--- config.mk ---
export PLATFORM = sky130hd
export DESIGN_NAME = stencil_1d_sched
export DESIGN_NICKNAME = d
export VERILOG_FILES = /design/src/rtl/stencil_1d_sched.sv
export SDC_FILE = /design/constraint.sdc
export NUM_CORES = 1
export LEC_CHECK = 0
export ABC_CLOCK_PERIOD_IN_PS = 2900
export CORE_AREA = 2 2 140 142
export DETAILED_ROUTE_END_ITERATION = 10
export DIE_AREA = 0 0 142 144
export PLACE_DENSITY_LB_ADDON = 0.3
export SETUP_SLACK_MARGIN = 0.1
export SYNTH_ARGS = -nofsm -noshare
export SYNTH_HDL_FRONTEND = slang
export SYNTH_SLANG_ARGS = --single-unit
--- constraint.sdc ---
create_clock -name clk -period 2.9 [get_ports clk]
set_clock_uncertainty 0.15 [all_clocks]
set_input_delay 0.58 -clock clk [delete_from_list [all_inputs] [get_ports clk]]
set_output_delay 0.58 -clock clk [all_outputs]
set_load 0.01 [all_outputs]
--- src/rtl/stencil_1d_sched.sv ---
// Multi-pass sequencer for a fixed-latency stencil kernel. It latches a job, pulses the
// kernel start once per pass, and routes the kernel memory ports onto two ping-pong banks.
module stencil_1d_sched #(
  parameter int unsigned ADDR_W     = 6,
  parameter int unsigned DATA_W     = 32,
  parameter int unsigned KERNEL_LAT = 70,
  parameter int unsigned PASS_W     = 4
) (
  input  logic              clk,
  input  logic              rst,
  // Job command
  input  logic              cmd_valid,
  output logic              cmd_ready,
  input  logic [PASS_W-1:0] cmd_passes,
  input  logic [DATA_W-1:0] cmd_c0,
  input  logic [DATA_W-1:0] cmd_c1,
  // Kernel control
  output logic [DATA_W-1:0] k_c0,
  output logic [DATA_W-1:0] k_c1,
  output logic              k_tstart,
  // Kernel read port
  input  logic [ADDR_W-1:0] k_rd_addr,
  input  logic              k_rd_en,
  output logic [DATA_W-1:0] k_rd_data,
  // Kernel write port
  input  logic [ADDR_W-1:0] k_wr_addr,
  input  logic              k_wr_en,
  input  logic [DATA_W-1:0] k_wr_data,
  // Bank A
  output logic [ADDR_W-1:0] bank_a_addr,
  output logic              bank_a_en,
  output logic              bank_a_we,
  output logic [DATA_W-1:0] bank_a_wdata,
  input  logic [DATA_W-1:0] bank_a_rdata,
  // Bank B
  output logic [ADDR_W-1:0] bank_b_addr,
  output logic              bank_b_en,
  output logic              bank_b_we,
  output logic [DATA_W-1:0] bank_b_wdata,
  input  logic [DATA_W-1:0] bank_b_rdata,
  // Status
  output logic              busy,
  output logic              done,
  output logic              result_bank,
  output logic              err
);

  localparam logic [2:0] StIdle  = 3'd0;
  localparam logic [2:0] StStart = 3'd1;
  localparam logic [2:0] StRun   = 3'd2;
  localparam logic [2:0] StSwap  = 3'd3;
  localparam logic [2:0] StDone  = 3'd4;

  // Run counter indexes the RUN cycles 0 .. KERNEL_LAT-1.
  localparam int unsigned CntW = (KERNEL_LAT > 2) ? $clog2(KERNEL_LAT) : 1;
  localparam logic [CntW-1:0] RunLast = CntW'(KERNEL_LAT - 1);

  logic [2:0]        state_q, state_d;
  logic              src_q, src_d;        // 0: A is source, 1: B is source
  logic              result_q, result_d;
  logic              err_q, err_d;
  logic [DATA_W-1:0] c0_q, c0_d, c1_q, c1_d;
  logic [PASS_W-1:0] pass_q, pass_d;
  logic [CntW-1:0]   run_q, run_d;
  logic              active;

  // Bank ports are only handed to the kernel while a pass is in flight.
  assign active = (state_q == StStart) || (state_q == StRun);

  // Next-state logic for the pass sequencer.
  always_comb begin
    state_d  = state_q;
    src_d    = src_q;
    c0_d     = c0_q;
    c1_d     = c1_q;
    pass_d   = pass_q;
    run_d    = run_q;
    case (state_q)
      StIdle: begin
        if (cmd_valid) begin
          c0_d    = cmd_c0;
          c1_d    = cmd_c1;
          pass_d  = cmd_passes;
          src_d   = 1'b0;
          state_d = (cmd_passes == '0) ? StDone : StStart;
        end
      end
      StStart: begin
        run_d   = '0;
        state_d = StRun;
      end
      StRun: begin
        if (run_q == RunLast) begin
          state_d = StSwap;
        end else begin
          run_d = run_q + CntW'(1);
        end
      end
      StSwap: begin
        src_d = ~src_q;
        if (pass_q != '0) begin
          pass_d = pass_q - PASS_W'(1);
        end
        state_d = (pass_q > PASS_W'(1)) ? StStart : StDone;
      end
      StDone: begin
        state_d = StIdle;
      end
      default: begin
        state_d = StIdle;
      end
    endcase
    // Capture the last destination bank as DONE is entered so it is visible with the pulse.
    result_d = (state_d == StDone) ? src_d : result_q;
    // Any kernel access outside a pass is a stray one.
    err_d    = err_q | (~active & (k_rd_en | k_wr_en));
  end

  // State registers with synchronous reset.
  always_ff @(posedge clk) begin
    if (rst) begin
      state_q  <= StIdle;
      src_q    <= 1'b0;
      result_q <= 1'b0;
      err_q    <= 1'b0;
      c0_q     <= '0;
      c1_q     <= '0;
      pass_q   <= '0;
      run_q    <= '0;
    end else begin
      state_q  <= state_d;
      src_q    <= src_d;
      result_q <= result_d;
      err_q    <= err_d;
      c0_q     <= c0_d;
      c1_q     <= c1_d;
      pass_q   <= pass_d;
      run_q    <= run_d;
    end
  end

  // Ping-pong routing of kernel read/write ports onto the two banks.
  always_comb begin
    bank_a_wdata = k_wr_data;
    bank_b_wdata = k_wr_data;
    if (!src_q) begin
      bank_a_addr = k_rd_addr;
      bank_a_en   = active & k_rd_en;
      bank_a_we   = 1'b0;
      bank_b_addr = k_wr_addr;
      bank_b_en   = active & k_wr_en;
      bank_b_we   = active & k_wr_en;
      k_rd_data   = bank_a_rdata;
    end else begin
      bank_b_addr = k_rd_addr;
      bank_b_en   = active & k_rd_en;
      bank_b_we   = 1'b0;
      bank_a_addr = k_wr_addr;
      bank_a_en   = active & k_wr_en;
      bank_a_we   = active & k_wr_en;
      k_rd_data   = bank_b_rdata;
    end
  end

  assign cmd_ready   = (state_q == StIdle);
  assign busy        = (state_q != StIdle);
  assign k_tstart    = (state_q == StStart);
  assign done        = (state_q == StDone);
  assign result_bank = result_q;
  assign err         = err_q;
  assign k_c0        = c0_q;
  assign k_c1        = c1_q;

endmodule

==> flow_summary.yaml <==
power:
  internal-power_mw: 2.395
  vdd_drop_max_v: 0.0002013
  p_switching_mw: 0.8650
  total_power_mw: 3.260
  power_frac_clock_pct: 34.1
  p_sw_share_pct: 26.53
  p_leak_nw: 2.504
  pwr-share-comb_pct: 27.7
  power_density_nw_per_um2: 466.1
  seqPwrFrac_pct: 38.2
setup_path:
  r2r_slack_ns: 0.81
  worstSetupStartpoint: "state_q[0]$_SDFF_PP0_"
  required_ns: 2.17
  path_class: "reg -> out"
  arrival_ns: 1.96
  cp-start-kind: "flip-flop"
  worst_setup_path_end_kind: "output pin"
  cp_max_fo: 14
  reg2reg_from: "state_q[2]$_SDFF_PP0_"
floorplan:
  start_util_pct: 22.57
  die_height_um: 144
  dieArea_um2: 20450
  io_pins: 363
  die_w_um: 142
  coreArea_um2: 19080
  rows: 51
synthesis:
  synth_top_area_cell: "dfxtp_1"
  yosys.cell_count.top_type: "nand2_1"
  ys.warnings.count: 0
  synth.avg_cell_area_um2: 8.280
  ys_types: 47
  synth_ff_type: "dfxtp_1"
  synthCells: 520
  synth.yosys.seq_area_share_pct: 37.66
  synth_area_leaders: "dfxtp_1 (38%), mux2_2 (12%), nand2_1 (12%), buf_4 (11%), a21oi_1 (8.5%)"
  synth_common_cells: "nand2_1 (134), dfxtp_1 (81), a21oi_1 (73)"
  synth-edff-count: 0
  yosys_register_bits: 81
  synth_fp_nets: 705
  async_reset_ff_share_pct: 0
  yosysTopAreaCellShare_pct: 37.66
  syn_area_um2: 4305
place:
  gp_congestion: 0.7978
  io_buffers: 266
  post-dp-hpwl_um: 11630
timing:
  finalSetupViolations: 0
  finalHoldViolCount: 0
  min_period_over_period_pct: 92.88
  drv_slew: 0
  period_needed_ns: 2.694
  rsz0062_at_grt: "no"
  clock.fmax_ghz: 0.3712
  setup_tns_ns: 0
  tightest_slew_ns: 0.4446
  maxSlewHeadroom_pct: 70.30
flow_run:
  maxCapViolCount: 0
hold_path:
  hp-start: "err$_SDFF_PP0_"
  holdCritPathClass: "reg -> reg"
clock_tree:
  cts_max_path_buffers: 2
  clkTransAtPathRegs_ns: 0.06
  clkSinkCount: 81
  clk_latency_ns: 0.33
  cts_setup_buffers: 0
  h-tree-depth: 3
  cts_buffers: 9
  cts_tree: "done"
  root_buffer: "clkbuf_16"
global_routing:
  grt_start_max_net_pins: 36
  grt_pass1_wl_um: 22100
  grt_overflow: 0
  track_usage_pct: 14.10
  antenna_found_initial: 0
  first_global_vias: 3837
routing:
  post_drt_via_cell_ratio: 4.245
  drc: 0
  routed_wl_um: 14990
  drt-pass1-iter-count: 4
  post_drt_wl_per_cell_um: 15.76
  route.antenna.remaining_nets: 0
  drt-initial-drc-count: 159
  dr_total_vias: 4037
layout:
  drive_above_1_share_pct: 11.64
  n_antenna_cell: 0
  area_growth_pct: 62.48
  nets: 895
outcome:
  outcome: "complete, no violations"
-- cells in the final DEF (no fill, tap or decap), types with 4 or more instances in the layout --
| cell | instances |
|---|---|
| nand2_1 | 134 |
| inv_1 | 9 |
| mux2_2 | 45 |
| a21oi_1 | 73 |
| clkdlybuf4s50_1 | 265 |
| clkbuf_16 | 9 |
| dfxtp_1 | 80 |
| nor2_1 | 13 |
| ha_1 | 4 |
| buf_4 | 10 |
| or4_1 | 4 |
| nor3_1 | 6 |
-- per-layer routing --
metal / GRT usage [%] / routed length, um / share of wire, % / vias to the layer above
met4: 5.526 / 387 / 2.6 / 0
li1: - / - / - / 2049
met2: 23.98 / 7496 / 50 / 200
met5: 0 / 0 / 0 / -
met1: 16.40 / 5868 / 39 / 1768
met3: 4.768 / 1236 / 8.2 / 20
-- final cells by class --
type	count	area (um2)
Clock buffer	10	239.0
Clock inverter	4	45.04
Fill cell	1990	12080
Inverter	9	33.78
Multi-Input combinational cell	331	1982
Sequential cell	81	1625
Tap cell	238	297.8
Timing Repair Buffer	278	2773
-- kinds of logic after synthesis --
family | count (synthesis) | share of synthesized area [%]
and+or+nand+nor | 184 | 18.92
buffers and inverters | 108 | 16.68
AOI/OAI and AO/OA | 94 | 12.99
DFF | 81 | 37.66
muxes | 45 | 11.77
xor gates and xnor gates | 4 | 0.8139
adders and majority gates | 4 | 1.162
-- path summary, 6_finish.rpt --
kind	to	cells after the start
max	k_tstart	3
min	err$_SDFF_PP0_	2
max reg2reg	pass_q[0]$_SDFFE_PP0P_	5
min reg2reg	err$_SDFF_PP0_	2
-- flip-flops by register name, indices dropped and copies added (netlist names) --
register / cells
run_q: 7
result_bank: 1
src_q: 1
state_q: 3
pass_q: 4
k_c1: 32
k_c0: 32
err: 1
-- stage by stage --
step / hold slack (ns) / util, % / cell area [um2] / instances / setup WS, ns
global placement: 0.2862 / 35.12 / 6701 / 937 / 0.2135
global route: 0.3182 / 36.66 / 6995 / 951 / 0.1133
detailed placement: 0.2893 / 35.12 / 6701 / 937 / 0.2003
CTS: 0.2979 / 36.63 / 6988 / 951 / 0.1449
finish: 0.2959 / 36.66 / 6995 / 951 / 0.2064
floorplan: 0.3045 / - / 4305 / 520 / 0.9870
-- repair_timing --
action | in CTS | in global routing
pin swaps | 0 | 0
hold buffers | 0 | 0
resized for setup | 1 | 1
setup endpoints to repair | 6 | 1
-- power by group through the flow --
stage               sequential, mW  combinational [mW]  clock, mW
floorplan                     1.30               0.451          0
global route                  1.25               0.986       1.21
global placement              1.27               0.917          0
detailed placement            1.27               0.917          0
finish                        1.24               0.904       1.11
CTS                           1.24               0.922       1.16
-- critical path: stages, from the launching register on --
cell             delay [ns]
dfxtp_1                0.39
buf_4                  0.24
nor3b_1                0.38
clkdlybuf4s50_1        0.63
Power figures use the tool's default switching activity.
